===== config.mk =====
export PLATFORM = sky130hd
export DESIGN_NAME = led_blink_arbiter
export DESIGN_NICKNAME = d
export VERILOG_FILES = /design/src/rtl/led_blink_arbiter.sv
export SDC_FILE = /design/constraint.sdc
export NUM_CORES = 1
export LEC_CHECK = 0
export ABC_CLOCK_PERIOD_IN_PS = 3800
export CORE_MARGIN = 2
export CORE_UTILIZATION = 60
export CTS_CLUSTER_DIAMETER = 150
export CTS_CLUSTER_SIZE = 16
export DETAILED_ROUTE_END_ITERATION = 10
export GPL_TIMING_DRIVEN = 0
export PLACE_DENSITY = 0.95
export SLEW_MARGIN = 20
export SYNTH_ARGS = -nofsm -noshare
export SYNTH_HDL_FRONTEND = slang
export SYNTH_SLANG_ARGS = --single-unit
export TNS_END_PERCENT = 1

===== constraint.sdc =====
create_clock -name CLOCK_50 -period 3.8 [get_ports CLOCK_50]
set_input_delay 0.38 -clock CLOCK_50 [delete_from_list [all_inputs] [get_ports CLOCK_50]]
set_output_delay 0.38 -clock CLOCK_50 [all_outputs]
set_load 0.01 [all_outputs]

===== src/rtl/led_blink_arbiter.sv =====
// rtl/led_blink_arbiter.sv - round-robin arbiter sharing a complementary two-LED blinker
// Each grant runs a non-preemptive burst of blinks, pulses DONE, then holds a dark gap.
module led_blink_arbiter #(
  parameter int TICK_DIV = 50000000,
  parameter int NREQ     = 4
) (
  input  logic              CLOCK_50,
  input  logic              RESET,
  input  logic [NREQ-1:0]   REQ,
  input  logic [4*NREQ-1:0] BLINKS,
  output logic [NREQ-1:0]   GNT,
  output logic [NREQ-1:0]   DONE,
  output logic              BUSY,
  output logic [1:0]        LEDG
);

  localparam int TCW = $clog2(TICK_DIV);
  localparam int PW  = $clog2(NREQ);
  localparam logic [TCW-1:0]  TC_MAX   = TCW'(TICK_DIV - 1);
  localparam logic [PW-1:0]   PTR_LAST = PW'(NREQ - 1);
  localparam logic [NREQ-1:0] ONE_HOT0 = NREQ'(1);

  localparam logic [1:0] S_IDLE = 2'd0;
  localparam logic [1:0] S_RUN  = 2'd1;
  localparam logic [1:0] S_GAP  = 2'd2;

  logic [1:0]      state_q, state_d;
  logic [TCW-1:0]  tc_q, tc_d;
  logic [5:0]      cnt_q, cnt_d;
  logic            light_q, light_d;
  logic [PW-1:0]   ptr_q, ptr_d;
  logic [PW-1:0]   win_q, win_d;
  logic [NREQ-1:0] gnt_q, gnt_d;
  logic [NREQ-1:0] done_q, done_d;
  logic            busy_q, busy_d;
  logic [1:0]      ledg_q, ledg_d;

  logic            tick;
  logic            req_any;
  logic [PW-1:0]   pick;
  logic [3:0]      field;
  logic [4:0]      blinks_dec;

  assign tick = (tc_q == TC_MAX);

  // Scan from the highest offset down so the lowest offset from ptr wins.
  always_comb begin
    req_any = 1'b0;
    pick    = ptr_q;
    for (int k = NREQ - 1; k >= 0; k--) begin
      if (REQ[(int'(ptr_q) + k) % NREQ]) begin
        req_any = 1'b1;
        pick    = PW'((int'(ptr_q) + k) % NREQ);
      end
    end
  end

  assign field      = BLINKS[int'(pick) * 4 +: 4];
  assign blinks_dec = (field == 4'd0) ? 5'd16 : {1'b0, field};

  always_comb begin
    state_d = state_q;
    tc_d    = tick ? '0 : tc_q + 1'b1;
    cnt_d   = cnt_q;
    light_d = light_q;
    ptr_d   = ptr_q;
    win_d   = win_q;
    gnt_d   = gnt_q;
    done_d  = '0;
    busy_d  = busy_q;
    ledg_d  = ledg_q;

    case (state_q)
      S_IDLE: begin
        tc_d = '0;
        if (req_any) begin
          state_d = S_RUN;
          win_d   = pick;
          cnt_d   = {blinks_dec, 1'b0};
          light_d = 1'b1;
          ledg_d  = 2'b01;
          gnt_d   = ONE_HOT0 << pick;
          busy_d  = 1'b1;
        end
      end

      S_RUN: begin
        if (tick) begin
          if (cnt_q == 6'd1) begin
            state_d = S_GAP;
            tc_d    = '0;
            cnt_d   = '0;
            light_d = 1'b0;
            ledg_d  = 2'b00;
            gnt_d   = '0;
            done_d  = ONE_HOT0 << win_q;
            ptr_d   = (win_q == PTR_LAST) ? '0 : win_q + 1'b1;
          end else begin
            cnt_d   = cnt_q - 6'd1;
            light_d = ~light_q;
            ledg_d  = {light_q, ~light_q};
          end
        end
      end

      S_GAP: begin
        if (tick) begin
          state_d = S_IDLE;
          tc_d    = '0;
          busy_d  = 1'b0;
        end
      end

      default: begin
        state_d = S_IDLE;
        tc_d    = '0;
        light_d = 1'b0;
        gnt_d   = '0;
        busy_d  = 1'b0;
        ledg_d  = 2'b00;
      end
    endcase
  end

  always_ff @(posedge CLOCK_50 or posedge RESET) begin
    if (RESET) begin
      state_q <= S_IDLE;
      tc_q    <= '0;
      cnt_q   <= '0;
      light_q <= 1'b0;
      ptr_q   <= '0;
      win_q   <= '0;
      gnt_q   <= '0;
      done_q  <= '0;
      busy_q  <= 1'b0;
      ledg_q  <= 2'b00;
    end else begin
      state_q <= state_d;
      tc_q    <= tc_d;
      cnt_q   <= cnt_d;
      light_q <= light_d;
      ptr_q   <= ptr_d;
      win_q   <= win_d;
      gnt_q   <= gnt_d;
      done_q  <= done_d;
      busy_q  <= busy_d;
      ledg_q  <= ledg_d;
    end
  end

  assign GNT  = gnt_q;
  assign DONE = done_q;
  assign BUSY = busy_q;
  assign LEDG = ledg_q;

endmodule


After elaboration in Yosys (flattened, before gate mapping)
Index checks and enable logic that the tools add are counted.
{ "word_totals": {"regBits": 50, "out_inout_bits": 11, "word_cells": 102} }
{ "op_classes": {"n_addsub": 6, "magnitude_cmp": 4, "eq_ne": 9, "shifts": 3, "n_mux": 51, "n_bitwise": 6, "n_reduce_logical": 13} }
{ "ops": {"columns": ["cell", "count"], "rows": [
  ["$mux W26", 4],
  ["$pmux W26 S2", 1],
  ["$add A26 B1 Y26 const B", 1],
  ["$eq A26 B26 Y1 const B", 1],
  ["$mux W4", 6],
  ["$mux W2", 11],
  ["$mux W6", 3],
  ["$shiftx A16 B5 Y4", 1],
  ["$mux W1", 15],
  ["$lt A3 B4 Y1 const B", 3],
  ["$pmux W2 S3", 2],
  ["$pmux W4 S3", 1],
  ["$pmux W6 S2", 1],
  ["$reduce_and A3 Y1", 4],
  ["$bmux W1 S2", 4],
  ["$ne A2 B2 Y1 const B", 4],
  ["$reduce_and A4 Y1", 2],
  ["$shl A1 B2 Y4 const A", 2],
  ["$eq A6 B1 Y1 const B", 1],
  ["$pmux W1 S3", 2],
  ["$reduce_or A2 Y1", 3],
  ["$sub A6 B1 Y6 const B", 1],
  ["$mux W5", 1],
  ["$add A2 B1 Y2 const B", 2],
  ["10 further kinds", 16]
]} }

Logic depth before layout (Yosys ltp)
{ "logic_depth": {"word_depth": 15, "depth_mapped": 8, "ltp_nobuf": 8} }

Worst setup path after synthesis
No wires, ideal clock.
{ "synth_timing": {"path_kind": "register to register", "from": "register tc_q[10]", "to": "register state_q[0]", "setup_time_ns": 0.128, "arrival_time_ns": 2.128, "t_required_ns": 3.672, "path_slack_ns": 1.545, "path_stages_with_launch": 9, "path_buffers": 1, "path_cell_list": "dfrtp_1 > nand4bb_1 > or4_1 > or3_1 > buf_6 > nand2_4 > nand2_4 > nor3_2 > mux2_1"} }
{ "synth_via": {"elab_chain_len": 3, "word_cells_on_any_way": 4} }
{ "synth_lines": {"columns": ["element", "line", "source"], "rows": [
  ["start, declared", "28", "logic [TCW-1:0] tc_q, tc_d;"],
  ["start signal, assigned", "139", "tc_q <= tc_d;"],
  ["$eq A26 B26 Y1 *", "44", "assign tick = (tc_q == TC_MAX);"],
  ["$ne A2 B2 Y1 (no line)", null, null],
  ["$reduce_and A4 Y1 (no line) *", null, null],
  ["end signal, assigned", "138", "state_q <= state_d;"],
  ["end, declared", "27", "logic [1:0] state_q, state_d;"]
]} }
Every way passes the cells marked *; elsewhere a longest branch is shown, timed or not.
A chain may end at the register's enable or synchronous reset.

Final worst setup path
{ "layout_timing": {"from": "input REQ[0]", "to": "register cnt_q[2]"} }
{ "layout_via": {"elab_chain_len": 12, "word_cells_on_any_way": 26} }
{ "layout_lines": {"columns": ["element", "line", "source"], "rows": [
  ["start, declared", "9", "input logic [NREQ-1:0] REQ,"],
  ["$bmux W1 S2", "51", "if (REQ[(int'(ptr_q) + k) % NREQ]) begin"],
  ["$mux W1 (implied by the code) (2 in series)", "51", null],
  ["$mux W2 (4 in series)", "51", null],
  ["$shiftx A16 B5 Y4", "58", "assign field = BLINKS[int'(pick) * 4 +: 4];"],
  ["$logic_not A4 Y1", "59", "assign blinks_dec = (field == 4'd0) ? 5'd16 : {1'b0, field};"],
  ["$mux W5", "59", null],
  ["$mux W6", "76", "if (req_any) begin"],
  ["$pmux W6 S2", "73", "case (state_q)"],
  ["end signal, assigned", "140", "cnt_q <= cnt_d;"],
  ["end, declared", "29", "logic [5:0] cnt_q, cnt_d;"]
]} }
Parallel ways exist; a longest one is shown, timed or not. The select of a mux whose other input is x is not followed.

==> flow_summary_export.csv <==
group,metric,value,unit
pwr,p_total,1.632,mW
logic_synthesis,yosys_warnings,0,
setup_path,cp-end-kind,"flip-flop",
setup_path,path_depth,7,
sta,final-hold-violation-count,0,
logic_synthesis,synth_edf_count,0,
setup_path,path_cells,"clkdlybuf4s50_1 -> nor2b_1 -> o41ai_4 -> mux4_2 -> nor2_1 -> nor2_1 -> o21ai_0",
logic_synthesis,yosysUniqueCellTypes,49,
sta,grt_setup_unrepaired,"no",
logic_synthesis,synthMostInstantiatedCell,"dfrtp_1",
logic_synthesis,syn-num-nets,315,
cells_and_area,nFillCells,290,
sta,finalSetupViolations,0,
placement,dp.cells,368,
cells_and_area,drive_above_1_share,9.877,%
global_routing,grt_pass1_wl,9597,um
clocking,cts.sinks,49,
sta,drv_slew,0,
clocking,clkTransAtPathRegs,0.09,ns
placement,gp_congestion,0.9187,
logic_synthesis,synth_top_cell_area_share,44.87,%
setup_path,r2r_slack,1.35,ns
cells_and_area,multiInputGateArea,1394,sq um
cells_and_area,finalNonFillerCells,376,
sta,tns,0,ns
setup_path,path_class,"in2reg",
pwr,power_density,506.1,nW/um^2
clocking,h-tree-depth,2,
drt,drtIter0Drc,186,
clocking,cts-root-buf,"clkbuf_8",
global_routing,grt_pass1_vias,2132,
setup_path,critPathLaunchType,"primary input",
sta,relSlewSlack,51.72,%
logic_synthesis,yosysSeqAreaShare,44.87,%
drt,drc,0,
logic_synthesis,async_reset_ff_share,100.0,%
logic_synthesis,postSynthCellCount,283,
drt,drt_first_pass_iters,4,
cells_and_area,syn_to_final_growth,18.04,%
logic_synthesis,synth.area.top_cells,"dfrtp_1 (45%), nor2_1 (5.9%), xor2_1 (5.1%)",
drt,ant_nets,0,
global_routing,antenna_found_initial,0,
clocking,cts_buffers,5,
setup_path,crit_path_max_incr_delay,0.67,ns
die,fp.dieW,71.49,um
logic_synthesis,yosysTopAreaCell,"dfrtp_1",
setup_path,worstPathRequired,4.02,ns
setup_path,cp_num_buf_inv,1,
logic_synthesis,synth.cell_area,2733,sq um
die,start_util,62.33,%
clocking,clk-insertion-delay-late,0.31,ns
setup_path,r2r_cells,8,
die,die_height,71.49,um
sta,min_period,2.477,ns
drt,viasPerCell,5.782,
clocking,cts_buffer_depth,2,
clocking,cts_setup_buffers,0,
setup_path,cpMostUsedCell,"nor2_1",
die,dieArea,5110,sq um
clocking,cts_tree,"yes",
clocking,cts-resized-gates,0,
die,row_count,24,
hold_path,holdCritPathClass,"in2async",
logic_synthesis,ys_ff_latch,49,
setup_path,r2r-end,"state_q[0]",
global_routing,grt_overflow,0,
clocking,hold_buffers,0,
logic_synthesis,synth_common_cells,"dfrtp_1 (49), nor2_1 (43), nand2_1 (22), inv_1 (17), o21ai_0 (17)",
flow_run,maxCapViolations,0,
cells_and_area,fin_nets,355,
setup_path,crit_family,"compound AO/OA/AOI/OAI gates",
pwr,p_leak,1.402,nW
sta,worst_pin_slew,0.7176,ns
global_routing,track_usage,24.07,%
die,core,4384,sq um
placement,dp.final_hpwl,4182,um
drt,num_vias,2174,
cells_and_area,seqCellArea,1226,sq um
die,ioPinCount,33,
drt,wl_per_cell,15.02,um
setup_path,r2r-start,"tc_q[10]",
sta,fin_worst_skew,0.005531,ns
run_status,status,"finished clean",
setup_path,path_max_fanout,10,
setup_path,critPathLaunch,"REQ[0]",
cells_and_area,antenna_cells,0,
logic_synthesis,synthFlopType,"dfrtp_1",
drt,routed_wl,5647,um
global_routing,grt_max_degree,30,
setup_path,critPathArrivalTime,2.70,ns
pwr,irDropWorstVdd,0.3728,mV
setup_path,slowest_stage,"o41ai_4",
sta,fmax,403.7,MHz
sta,fin_crit_sh,65.19,%
placement,port_buffers,32,
setup_path,crit_end,"cnt_q[2]",
logic_synthesis,avgSynthCellArea,9.656,sq um
-- sequential cells by signal (all words and copies together) (netlist names) --
register	cells
tc_q	26
cnt_q	6
DONE	4
GNT	4
LEDG	2
ptr_q	2
state_q	2
win_q	2
BUSY	1
-- layout by cell type (no fill, tap or decap), drive strengths merged, types with 9 or more instances in the layout --
cell type      synthesis  final
mux2                   9      9
xor2                  16     16
ha                    10     10
dfrtp                 49     49
inv                   17     17
o21ai                 20     20
nand2                 24     24
clkbuf                 3      9
clkdlybuf4s50          0     32
nor2                  44     44
-- power by group --
group / internal [mW] / switching, mW / leakage (nW) / total [mW]
clock: 0.130 / 0.180 / 0.0374 / 0.310
combinational: 0.277 / 0.361 / 0.703 / 0.638
sequential: 0.607 / 0.0777 / 0.662 / 0.684
-- cells by family (layout without fill, tap and decap cells) --
kind of cell | count (synthesis) | after routing | share of synthesized area [%]
AND/OR/NAND/NOR | 124 | 124 | 23.53
XOR/XNOR | 22 | 22 | 7.051
adder cells (fa/ha/maj) | 10 | 10 | 4.579
buffers and inverters | 26 | 67 | 4.121
flip-flops | 49 | 49 | 44.87
AO/OA/AOI/OAI | 40 | 40 | 9.661
multiplexers | 12 | 12 | 6.181
-- metrics by stage --
| stage | utilization, % | setup WS, ns | hold WS [ns] | cell area [sq um] |
|---|---|---|---|---|
| after CTS | 73.57 | 1.323 | 0.4020 | 3226 |
| after floorplan | - | 1.545 | 0.4732 | 2733 |
| after detailed placement | 71.58 | 0.9746 | 0.4964 | 3138 |
| final | 73.57 | 1.323 | 0.3920 | 3226 |
| after global placement | 71.12 | 1.039 | 0.4888 | 3118 |
| after global routing | 73.57 | 1.179 | 0.4262 | 3226 |
-- how the worst min path moves through the flow --
stage	from	end	slack [ns]	cells past startpoint
after detailed placement	cnt_q[1]	cnt_q[1]	0.50	1
after global placement	cnt_q[1]	cnt_q[1]	0.49	1
final	RESET	DONE[2]	0.39	2
after global routing	RESET	DONE[2]	0.43	2
after CTS	RESET	DONE[2]	0.40	2
after floorplan	cnt_q[1]	cnt_q[1]	0.47	1
-- layer usage --
layer	part of all wire (%)	up-vias	global-route usage, %
li1	-	1044	-
met1	43	1053	32.14
met2	50	66	38.89
met3	5.1	11	5.063
met4	1.7	0	9.224
met5	0	-	0
-- layout make-up --
type	instances	area share (%)
multi-input cells	208	43.21
repair buffers	33	10.55
flip-flops and latches	49	38.01
plain buffers	9	1.513
clock buffers	6	2.250
inverters	17	1.978
clock inverters	2	0.4655
well taps	52	2.017
(Power assumes the default switching activity.)
